## config.mk

```make
export PLATFORM = sky130hd
export DESIGN_NAME = uart_tx_fifo_param
export DESIGN_NICKNAME = d
export VERILOG_FILES = /design/src/rtl/uart_tx_fifo_param.sv
export SDC_FILE = /design/constraint.sdc
export NUM_CORES = 1
export LEC_CHECK = 0
export ABC_AREA = 0
export BUFFER_PORTS_ARGS = -buffer_cell sky130_fd_sc_hd__buf_2
export CORE_MARGIN = 3
export CORE_UTILIZATION = 60
export CTS_BUF_LIST = sky130_fd_sc_hd__clkbuf_2
export CTS_CLUSTER_SIZE = 12
export DETAILED_ROUTE_END_ITERATION = 10
export PLACE_DENSITY = 0.81
export SYNTH_ARGS = -nofsm -noshare
export SYNTH_HDL_FRONTEND = slang
export SYNTH_SLANG_ARGS = --single-unit
```

## constraint.sdc

```tcl
create_clock -name clock_i -period 3.55 [get_ports clock_i]
set_input_delay 0.71 -clock clock_i [delete_from_list [all_inputs] [get_ports clock_i]]
set_output_delay 0.71 -clock clock_i [all_outputs]
set_load 0.01 [all_outputs]
```

## src/rtl/uart_tx_fifo_param.sv

```systemverilog
// uart_tx_fifo_param
// UART transmitter with an internal first-word-fall-through FIFO. Words
// enter over a valid/ready handshake and are sent as: start bit, 5..MAX
// data bits LSB first, optional parity, one or two stop bits. The bit
// period is baud_div_i+1 clocks. Frame configuration and divisor are
// sampled when a word is popped, so mid-frame changes apply to the next
// frame.
//
// Ports
//   clock_i        system clock, rising edge
//   reset_n_i      asynchronous active-low reset
//   baud_div_i     bit period minus one, in clocks
//   data_bits_i    data bits per frame (clamped to 5..MAX_DATA_BITS)
//   parity_type_i  00/11 none, 01 odd, 10 even
//   two_stop_i     1 = two stop bits
//   data_in_i      word to send; bits above data_bits_i ignored
//   in_valid_i     data_in_i valid
//   in_ready_o     FIFO not full
//   data_tx_o      serial line, idles high
//   active_flag_o  high while a frame is on the line
//   done_flag_o    one-clock pulse after each frame's last stop bit
//   fifo_count_o   entries held
//
// state  | meaning
// IDLE   | line high, waiting for a word in the FIFO
// START  | start bit (low)
// DATA   | data bits, LSB first
// PARITY | parity bit
// STOP   | one or two stop bits (high)
module uart_tx_fifo_param #(
  parameter int MAX_DATA_BITS = 9,
  parameter int FIFO_DEPTH    = 8,
  parameter int DIV_WIDTH     = 16
) (
  input  logic                          clock_i,
  input  logic                          reset_n_i,
  input  logic [DIV_WIDTH-1:0]          baud_div_i,
  input  logic [3:0]                    data_bits_i,
  input  logic [1:0]                    parity_type_i,
  input  logic                          two_stop_i,
  input  logic [MAX_DATA_BITS-1:0]      data_in_i,
  input  logic                          in_valid_i,
  output logic                          in_ready_o,
  output logic                          data_tx_o,
  output logic                          active_flag_o,
  output logic                          done_flag_o,
  output logic [$clog2(FIFO_DEPTH):0]   fifo_count_o
);

  localparam int AW = $clog2(FIFO_DEPTH);
  localparam int CW = AW + 1;
  localparam logic [CW-1:0] FULL     = CW'(FIFO_DEPTH);
  localparam logic [3:0]    MIN_BITS = 4'd5;
  localparam logic [3:0]    MAX_BITS = 4'(MAX_DATA_BITS);

  typedef enum logic [2:0] {IDLE, START, DATA, PARITY, STOP} state_t;

  // ---------------- FIFO ----------------
  logic [MAX_DATA_BITS-1:0] mem_q [FIFO_DEPTH];
  logic [AW-1:0]            wr_ptr_q, rd_ptr_q;
  logic [CW-1:0]            count_q;
  logic                     push, pop, fifo_empty;

  assign in_ready_o   = (count_q != FULL);
  assign push         = in_valid_i && in_ready_o;
  assign fifo_empty   = (count_q == '0);
  assign fifo_count_o = count_q;

  always_ff @(posedge clock_i) begin
    if (push) mem_q[wr_ptr_q] <= data_in_i;
  end

  always_ff @(posedge clock_i or negedge reset_n_i) begin
    if (!reset_n_i) begin
      wr_ptr_q <= '0;
      rd_ptr_q <= '0;
      count_q  <= '0;
    end else begin
      if (push) wr_ptr_q <= wr_ptr_q + AW'(1);
      if (pop)  rd_ptr_q <= rd_ptr_q + AW'(1);
      case ({push, pop})
        2'b10:   count_q <= count_q + CW'(1);
        2'b01:   count_q <= count_q - CW'(1);
        default: ;
      endcase
    end
  end

  // ---------------- frame config for the head word ----------------
  logic [3:0]               nbits_cfg;
  logic [MAX_DATA_BITS-1:0] head_word, head_masked;
  logic                     par_en_cfg, par_cfg;

  assign head_word = mem_q[rd_ptr_q];

  always_comb begin
    nbits_cfg = data_bits_i;
    if (data_bits_i < MIN_BITS)      nbits_cfg = MIN_BITS;
    else if (data_bits_i > MAX_BITS) nbits_cfg = MAX_BITS;
  end

  always_comb begin
    head_masked = '0;
    for (int i = 0; i < MAX_DATA_BITS; i++)
      head_masked[i] = head_word[i] & (i < int'(nbits_cfg));
  end

  assign par_en_cfg = (parity_type_i == 2'b01) || (parity_type_i == 2'b10);
  // even: XOR of data bits; odd: inverted
  assign par_cfg    = (^head_masked) ^ (parity_type_i == 2'b01);

  // ---------------- transmit FSM ----------------
  state_t                   state_q, state_d;
  logic [DIV_WIDTH-1:0]     cnt_q, cnt_d, div_q, div_d;
  logic [MAX_DATA_BITS-1:0] shift_q, shift_d;
  logic [3:0]               nbits_q, nbits_d, bit_idx_q, bit_idx_d;
  logic                     par_en_q, par_en_d, par_q, par_d, two_q, two_d;
  logic                     stop_idx_q, stop_idx_d;
  logic                     tx_q, tx_d, active_q, active_d, done_q, done_d;
  logic                     bit_tick, load;

  assign bit_tick = (cnt_q == div_q);
  assign pop      = load;

  always_comb begin
    state_d    = state_q;
    cnt_d      = bit_tick ? '0 : cnt_q + DIV_WIDTH'(1);
    div_d      = div_q;
    shift_d    = shift_q;
    nbits_d    = nbits_q;
    bit_idx_d  = bit_idx_q;
    par_en_d   = par_en_q;
    par_d      = par_q;
    two_d      = two_q;
    stop_idx_d = stop_idx_q;
    tx_d       = tx_q;
    active_d   = active_q;
    done_d     = 1'b0;
    load       = 1'b0;

    case (state_q)
      IDLE: begin
        cnt_d = '0;
        tx_d  = 1'b1;
        if (!fifo_empty) load = 1'b1;
      end
      START: begin
        if (bit_tick) begin
          state_d   = DATA;
          bit_idx_d = '0;
          tx_d      = shift_q[0];
        end
      end
      DATA: begin
        if (bit_tick) begin
          if (bit_idx_q == nbits_q - 4'd1) begin
            if (par_en_q) begin
              state_d = PARITY;
              tx_d    = par_q;
            end else begin
              state_d    = STOP;
              tx_d       = 1'b1;
              stop_idx_d = 1'b0;
            end
          end else begin
            bit_idx_d = bit_idx_q + 4'd1;
            shift_d   = shift_q >> 1;
            tx_d      = shift_q[1];
          end
        end
      end
      PARITY: begin
        if (bit_tick) begin
          state_d    = STOP;
          tx_d       = 1'b1;
          stop_idx_d = 1'b0;
        end
      end
      STOP: begin
        if (bit_tick) begin
          if (two_q && !stop_idx_q) begin
            stop_idx_d = 1'b1;
          end else begin
            done_d = 1'b1;
            if (!fifo_empty) begin
              load = 1'b1;
            end else begin
              state_d  = IDLE;
              active_d = 1'b0;
              tx_d     = 1'b1;
            end
          end
        end
      end
      default: begin
        state_d  = IDLE;
        tx_d     = 1'b1;
        active_d = 1'b0;
      end
    endcase

    // pop the head word and capture the frame config; start bit next clock
    if (load) begin
      state_d  = START;
      cnt_d    = '0;
      tx_d     = 1'b0;
      active_d = 1'b1;
      div_d    = baud_div_i;
      shift_d  = head_masked;
      nbits_d  = nbits_cfg;
      par_en_d = par_en_cfg;
      par_d    = par_cfg;
      two_d    = two_stop_i;
    end
  end

  always_ff @(posedge clock_i or negedge reset_n_i) begin
    if (!reset_n_i) begin
      state_q    <= IDLE;
      cnt_q      <= '0;
      div_q      <= '0;
      shift_q    <= '0;
      nbits_q    <= MIN_BITS;
      bit_idx_q  <= '0;
      par_en_q   <= 1'b0;
      par_q      <= 1'b0;
      two_q      <= 1'b0;
      stop_idx_q <= 1'b0;
      tx_q       <= 1'b1;
      active_q   <= 1'b0;
      done_q     <= 1'b0;
    end else begin
      state_q    <= state_d;
      cnt_q      <= cnt_d;
      div_q      <= div_d;
      shift_q    <= shift_d;
      nbits_q    <= nbits_d;
      bit_idx_q  <= bit_idx_d;
      par_en_q   <= par_en_d;
      par_q      <= par_d;
      two_q      <= two_d;
      stop_idx_q <= stop_idx_d;
      tx_q       <= tx_d;
      active_q   <= active_d;
      done_q     <= done_d;
    end
  end

  assign data_tx_o     = tx_q;
  assign active_flag_o = active_q;
  assign done_flag_o   = done_q;

endmodule

```

==> qor.txt, run 1 <==
Wirelength per Cell -> 17.4 microns
Antenna-violating nets left -> 0
1st-iter DRT viols -> 221
Part of the cycle the worst path needs -> 81.7%
Category of the worst setup path launch point -> flip-flop
Startpoint-to-endpoint class of the critical path -> flip-flop to flip-flop
Fill cell count -> 747
Cell type of the slowest stage on the worst timing path -> sky130_fd_sc_hd__dfstp_2
Inst Count DP -> 630
Clock tree buffer depth -> 2
Worst-path cell chain -> inv_1 -> ha_1 -> xor3_1 -> nor3_1 -> a21boi_1 -> and2_1 -> mux2i_1 -> mux2i_1
Clock latency of the later-clocked register in the worst-skew pair -> 0.70 ns
DPL Wire Length -> 7820 microns
Origin of the worst setup path -> nbits_q[0]
Highest fanout seen on the critical path -> 12
Number of buffers inserted to repair setup after CTS -> 0
Global-route wire length before repair -> 18,400 microns
Critical Path End -> shift_q[4]
DIE HEIGHT -> 110 microns
Yosys top cell by area -> sky130_fd_sc_hd__edfxtp_1
Final #Nets -> 557
Cell area after placement -> 6810 sq um
Vias per inst -> 5.65
Vias in the first global route -> 3,674
Setup repair after global routing missed its margin -> false
Fraction of synthesized cell area taken by the top area cell type -> 33.6%
GR Overflow Total -> 0
Endpoints failing hold -> 0
Root buffer selected by CTS -> sky130_fd_sc_hd__clkbuf_2
Routed via count -> 3,740
Biggest area contributors in the synthesized netlist -> sky130_fd_sc_hd__edfxtp_1, sky130_fd_sc_hd__dfrtp_1, sky130_fd_sc_hd__mux2i_1, sky130_fd_sc_hd__xnor2_1, sky130_fd_sc_hd__mux2_1
DR DRC count -> 0
Final slew viol count -> 0
Top achievable clock speed -> 0.345 GHz
H-Tree Depth -> 4
Resized Gates After CTS -> 0
Shortest clock period the worst path allows after layout -> 2.90 ns
Actual slew at the worst max-slew pin -> 1.17 ns
Proportion of layout cells with a drive suffix above 1 -> 21.1%
Slowest cell delay on critical path -> 0.58 ns
Register-to-register setup slack -> 0.65 ns
Die area -> 12,000 sq um
Pin count of the biggest net entering global routing -> 39
Instance count of the mapped netlist -> 455
Global-route total usage across every layer -> 20.9%
TritonCTS clock tree -> yes
Final TNS setup -> 0 ns
Routed wire length -> 11,500 microns
Multi-input logic area -> 2400 sq um
# Max-Cap Violations -> 0
P_leak -> 2.82 nW
Result of the run -> completed
Cell Count, Final, Fillers Out -> 662
Reg-to-Reg Start -> nbits_q[0]
Most used flip-flop cell after synthesis -> sky130_fd_sc_hd__edfxtp_1
I/O Pins -> 43
CP Data Arrival Time -> 3.47 ns
Worst clock skew -> 0.0221 ns
Antenna violations before repair -> 0
Peak supply drop -> 0.378 mV
Worst hold slack across all endpoints -> 0.103 ns
Post-synthesis sequential element count -> 141
Endpoint of the lowest-slack register-to-register path -> shift_q[4]
Total number of yosys warnings -> 0
Net Count, Synth -> 499
Number of CTS-inserted buffers -> 17
Async S/R FF share, synth -> 48.9%
Power density over the cells -> 742 nW/um^2
Number of clock sinks seen by CTS -> 141
Required time at the endpoint of the critical path -> 4.12 ns
Clock slew seen by the registers of the worst setup and hold paths -> 0.19 ns
Horizontal die dimension -> 110 microns
Post-route core utilization -> 67.7%
Least setup slack across all paths after layout -> 0.650 ns
Average cell area after synthesis -> 14.1 sq um
Quantity of hold-fixing buffers added after cts -> 0
Core Region -> 10,400 sq um
Final setup violation count -> 0
Library cell appearing most often on the critical path -> sky130_fd_sc_hd__mux2i_1
Final Cell Area -> 7020 sq um
Number of iterations in the first detailed-routing pass -> 4
Number of port buffers -> 42
Post-synthesis sequential area ratio -> 60.5%
Worst Reg2Reg Path Length in Cells -> 8
FP Rows -> 37
Starting density of the core -> 62.0%
Area overhead of the layout relative to synthesis -> 9.19%
Antenna Diode Count -> 0
RD Place Congestion -> 0.800
Count of unique library cells instantiated by Yosys -> 63
Worst setup slack before clock tree synthesis -> 0.689 ns
Category of the worst setup path capture point -> flip-flop
Total area of sequential cells -> 3890 sq um
Worst slew margin relative to its limit -> 21.8%
Post-synth EDFFs -> 72
Classification of the worst-slack hold path -> primary input to asynchronous set/reset pin
Overall power consumption -> 5.21 mW
Netlist area before placement -> 6430 sq um
worst max-delay path, delay by kind of cell, from the launching register on:
| kind | cells | cell delay (ns) |
|---|---|---|
| AOI/OAI and AO/OA | 1 | 0.57 |
| adders and majority gates | 1 | 0.19 |
| buffers and inverters | 1 | 0.06 |
| xor gates and xnor gates | 1 | 0.37 |
| DFF | 1 | 0.58 |
| and+or+nand+nor | 2 | 0.65 |
| muxes | 2 | 0.37 |
cell type report:
cell class                      count  area share (%)
Multi-Input combinational cell    288            34.2
Tap cell                          136            2.42
Clock inverter                     13            1.64
Timing Repair Buffer               54            4.28
Clock buffer                       19            1.35
Sequential cell                   141            55.5
Inverter                           11           0.606
per-layer routing:
metal	share of wire [%]	up-vias	global-route usage, %
li1	-	1813	-
met1	44	1822	27.6
met2	50	94	33.3
met3	5.1	11	6.22
met4	1.1	0	7.21
met5	0	-	0
cells by family (layout without fill, tap and decap cells):
group	count (synthesis)	after routing	synth area share, %
flops	141	141	60.5
simple gates	109	109	8.66
mux	70	70	14.3
compound gates	54	54	5.39
xor+xnor	46	46	7.14
buf+inv	26	97	2.16
fa+ha+maj	9	9	1.75
report_power, final:
part / switching, mW / total [mW] / internal, mW / leakage, nW
clock network: 0.569 / 0.829 / 0.260 / 0.130
logic: 0.852 / 1.85 / 0.998 / 1.18
registers: 0.383 / 2.53 / 2.15 / 1.51
how the worst min path moves through the flow:
stage | cells past startpoint | end | slack, ns
global route | 1 | rd_ptr_q[1] | 0.07
detailed placement | 2 | nbits_q[2] | 0.50
finish | 1 | div_q[8] | 0.10
CTS | 1 | div_q[8] | 0.07
floorplan | 0 | active_flag_o | 0.41
global placement | 2 | data_tx_o | 0.48
Yosys cell counts (5+ instances only):
library cell and n:
sky130_fd_sc_hd__nand2b_1 8, sky130_fd_sc_hd__mux2_1 20, sky130_fd_sc_hd__dfrtp_1 66, sky130_fd_sc_hd__xor2_1 12, sky130_fd_sc_hd__buf_2 5, sky130_fd_sc_hd__xnor2_1 30
sky130_fd_sc_hd__inv_1 10, sky130_fd_sc_hd__a21oi_1 18, sky130_fd_sc_hd__ha_1 9, sky130_fd_sc_hd__edfxtp_1 72, sky130_fd_sc_hd__mux4_2 9, sky130_fd_sc_hd__nand3_1 15
sky130_fd_sc_hd__nand4_1 8, sky130_fd_sc_hd__o21ai_0 9, sky130_fd_sc_hd__nand2_1 13, sky130_fd_sc_hd__nor2_1 29, sky130_fd_sc_hd__nor3_1 14, sky130_fd_sc_hd__mux2i_1 31
state kept, by name, summed over array words and instances, names as in the netlist:
| name | flops |
|---|---|
| fifo_count_o | 4 |
| mem_q | 72 |
| active_flag_o | 1 |
| div_q | 16 |
| bit_idx_q | 4 |
| shift_q | 9 |
| state_q | 3 |
| par_en_q | 1 |
| two_q | 1 |
| par_q | 1 |
| data_tx_o | 1 |
| rd_ptr_q | 3 |
| stop_idx_q | 1 |
| cnt_q | 16 |
| wr_ptr_q | 3 |
| nbits_q | 4 |
| done_flag_o | 1 |
cells in the final DEF (no fill, tap or decap), drive strengths merged, types with 3 or more instances in the layout:
cell type,n
dfstp,3
nand3,15
a21boi,3
nor3,14
nor2b,3
nand2,14
mux2i,33
dfrtp,66
buf,54
a21oi,18
nor4,3
xnor2,30
xor2,12
inv,13
mux2,25
mux4,12
or3,4
edfxtp,72
clkbuf,19
nand2b,8
clkinv,8
nor2,29
o21ai,11
xnor3,3
ha,9
nand4,8
Power figures use the tool's default switching activity.
==> run 2: changes to the inputs <==
Settings changed: CORE_UTILIZATION 60 to 57.
Clock period 3.55 ns to 2.5 ns, I/O delays scaled along.
==> qor.txt, run 2 (synthesized netlist as in run 1, its figures left out) <==
Result of the run -> finished with violations
Violations in the final reports -> negative setup slack
GRT met3 Usage -> 5.71% (-0.51 points)
FP Rows -> 38 (+2.7%)
Category of the worst setup path capture point -> flip-flop
Global-route track usage on met1 -> 28.8% (+1.2 points)
Most common cell after layout, fill and taps aside -> sky130_fd_sc_hd__edfxtp_1
Number of clock sinks seen by CTS -> 141 (unchanged)
Total net switching power -> 2.85 mW (+58%)
Classification of the worst-slack hold path -> primary input to flip-flop
Part of the cycle the worst path needs -> 104% (+22 points)
# Max-Cap Violations -> 0 (unchanged)
Wirelength per Cell -> 17.8 microns (+2.6%)
H-Tree Depth -> 4 (unchanged)
Origin of the worst setup path -> div_q[15]
Antenna Diode Count -> 0 (unchanged)
Worst setup slack before clock tree synthesis -> -0.117 ns (-0.806 ns)
GR Overflow Total -> 0 (unchanged)
Final setup violation count -> 3 (+3)
Final TNS setup -> -0.161 ns (-0.161 ns)
Endpoints failing hold -> 0 (unchanged)
Slowest cell delay on critical path -> 0.44 ns (-0.14 ns)
Final slew viol count -> 0 (unchanged)
Starting density of the core -> 58.8% (-3.2 points)
Global-route wire length before repair -> 21,500 microns (+17%)
Clock network fraction of total power -> 17.5% (+1.6 points)
Internal -> 5.46 mW (+60%)
Routed wire length -> 13,100 microns (+14%)
Startpoint-to-endpoint class of the critical path -> flip-flop to flip-flop
Register-to-register setup slack -> -0.09 ns (-0.74 ns)
Worst Reg2Reg Path Length in Cells -> 13 (+5)
Routed via count -> 4,159 (+11%)
Vias per inst -> 5.64 (-0.11%)
Clock latency of the later-clocked register in the worst-skew pair -> 0.72 ns (+0.02 ns)
Root buffer selected by CTS -> sky130_fd_sc_hd__clkbuf_2
Setup repair after global routing missed its margin -> true
Vias in the first global route -> 4,274 (+16%)
P_leak -> 3.22 nW (+14%)
Horizontal die dimension -> 112 microns (+2.5%)
Shortest clock period the worst path allows after layout -> 2.59 ns (-0.311 ns)
Category of the worst setup path launch point -> flip-flop
Worst clock skew -> 0.0280 ns (+0.00591 ns)
Final #Nets -> 628 (+13%)
Least setup slack across all paths after layout -> -0.0892 ns (-0.739 ns)
Clock tree buffer depth -> 2 (unchanged)
DIE HEIGHT -> 112 microns (+2.5%)
1st-iter DRT viols -> 225 (+1.8%)
DR DRC count -> 0 (unchanged)
Number of iterations in the first detailed-routing pass -> 5 (+1)
Library cell appearing most often on the critical path -> sky130_fd_sc_hd__xor2_1
Actual slew at the worst max-slew pin -> 0.698 ns (-0.473 ns)
Number of CTS-inserted buffers -> 17 (unchanged)
Power density over the cells -> 1060 nW/um^2 (+43%)
Top achievable clock speed -> 0.386 GHz (+12%)
CP Data Arrival Time -> 3.23 ns (-0.24 ns)
Peak supply drop -> 0.767 mV (+100%)
Global-route total usage across every layer -> 22.3% (+1.4 points)
Switching share of power -> 34.3% (-0.33 points)
I/O Pins -> 43 (unchanged)
Area overhead of the layout relative to synthesis -> 21.8%
Die area -> 12,600 sq um (+5.0%)
Worst-path cell chain -> xnor2_1 -> nand4_1 -> nor4_4 -> a21boi_2 -> or2_4 -> clkinv_4 -> ha_4 -> xor2_2 -> ha_2 -> a21oi_2 -> xor2_1 -> nor2_1 -> xor2_1
Largest reg by FF count -> mem_q
Endpoint of the lowest-slack register-to-register path -> fifo_count_o[2]
Core Region -> 10,900 sq um (+5.5%)
Number of port buffers -> 42 (unchanged)
RD Place Congestion -> 0.816 (+2.0%)
DPL Wire Length -> 8790 microns (+12%)
Worst slew margin relative to its limit -> 53.5% (+32 points)
Largest registers -> mem_q (72), cnt_q (16), div_q (16)
Cell type of the slowest stage on the worst timing path -> sky130_fd_sc_hd__dfrtp_1
Cell area after placement -> 7140 sq um (+4.8%)
Antenna violations before repair -> 0 (unchanged)
Proportion of layout cells with a drive suffix above 1 -> 29.1% (+8.0 points)
Global routing's busiest layer -> met2
Highest fanout seen on the critical path -> 3 (-9)
TritonCTS clock tree -> yes
Antenna-violating nets left -> 0 (unchanged)
Register share of total power -> 41.5% (-7.1 points)
Reg-to-Reg Start -> div_q[15]
Required time at the endpoint of the critical path -> 3.14 ns (-0.98 ns)
Met2 track utilization from global routing -> 37.1% (+3.9 points)
Pin count of the biggest net entering global routing -> 31 (-21%)
Clock slew seen by the registers of the worst setup and hold paths -> 0.21 ns (+0.02 ns)
Critical Path End -> fifo_count_o[2]
Overall power consumption -> 8.31 mW (+60%)
Final Cell Area -> 7830 sq um (+12%)
Logic pwr share -> 41.0% (+5.5 points)
Number of flip-flops in the largest register -> 72 (unchanged)
Most used cells in the layout excluding fill and tap cells -> sky130_fd_sc_hd__edfxtp_1, sky130_fd_sc_hd__dfrtp_1, sky130_fd_sc_hd__buf_4
run 2: changes by cell type in the layout (fill, tap and decap cells not counted), moves of 3 or more:
cell and delta:
sky130_fd_sc_hd__buf_6 +4, sky130_fd_sc_hd__buf_4 +39, sky130_fd_sc_hd__mux2i_1 -3, sky130_fd_sc_hd__ha_1 -3, sky130_fd_sc_hd__dlygate4sd3_1 +27
run 2: worst min-delay path by stage:
stage,depth (start not counted),start,endpoint
after floorplan,0,reset_n_i,active_flag_o
after global placement,2,nbits_q[2],nbits_q[2]
after detailed placement,1,bit_idx_q[3],bit_idx_q[3]
after CTS,3,in_valid_i,wr_ptr_q[2]
after global routing,3,in_valid_i,wr_ptr_q[2]
final,3,in_valid_i,wr_ptr_q[2]
run 2: power by group through the flow:
stage,clock network (mW),logic (mW),registers (mW)
floorplan,0,2.24,3.45
detailed placement,0,3.14,3.49
finish,1.45,3.41,3.45
CTS,1.48,3.24,3.45
global placement,0,3.02,3.46
global route,1.59,3.72,3.53
run 2: cell type report:
type	count	area [sq um]
inverters	11	46.3
clock buffers	18	90.1
flip-flops and latches	141	3890
clock inverters	14	185
multi-input cells	288	2510
fillers	713	3110
well taps	140	175
repair buffers	125	928
run 2: layer usage:
layer / part of all wire (%) / up-vias
li1: - / 1956
met1: 41 / 2063
met2: 53 / 124
met3: 4.9 / 16
met4: 1.4 / 0
met5: 0 / -
run 2: through the flow:
| step | instances | util (%) | hold slack (ns) |
|---|---|---|---|
| after floorplan | 455 | - | 0.204 |
| after global placement | 671 | 65.3 | 0.485 |
| after detailed placement | 671 | 65.3 | 0.493 |
| after CTS | 733 | 70.6 | 0.00400 |
| after global routing | 737 | 71.6 | -0.0135 |
| final | 737 | 71.6 | 0.0768 |
run 2: worst max-delay path, delay by kind of cell, from the launching register on:
family / cells / cell delay [ns]
XOR/XNOR: 4 / 0.59
AND/OR/NAND/NOR: 4 / 0.90
flip-flops: 1 / 0.44
adder cells (fa/ha/maj): 2 / 0.36
AO/OA/AOI/OAI: 2 / 0.14
buffers and inverters: 1 / 0.07
run 2: what timing repair did:
item | in CTS | in global routing
setup endpoints to repair | 4 | 29
endpoints found under the hold margin | 91 | 8
gates resized for setup | 5 | 16
pin swaps | 7 | 7
gates cloned | 0 | 0
hold buffers | 26 | 1
setup buffers | 4 | 3
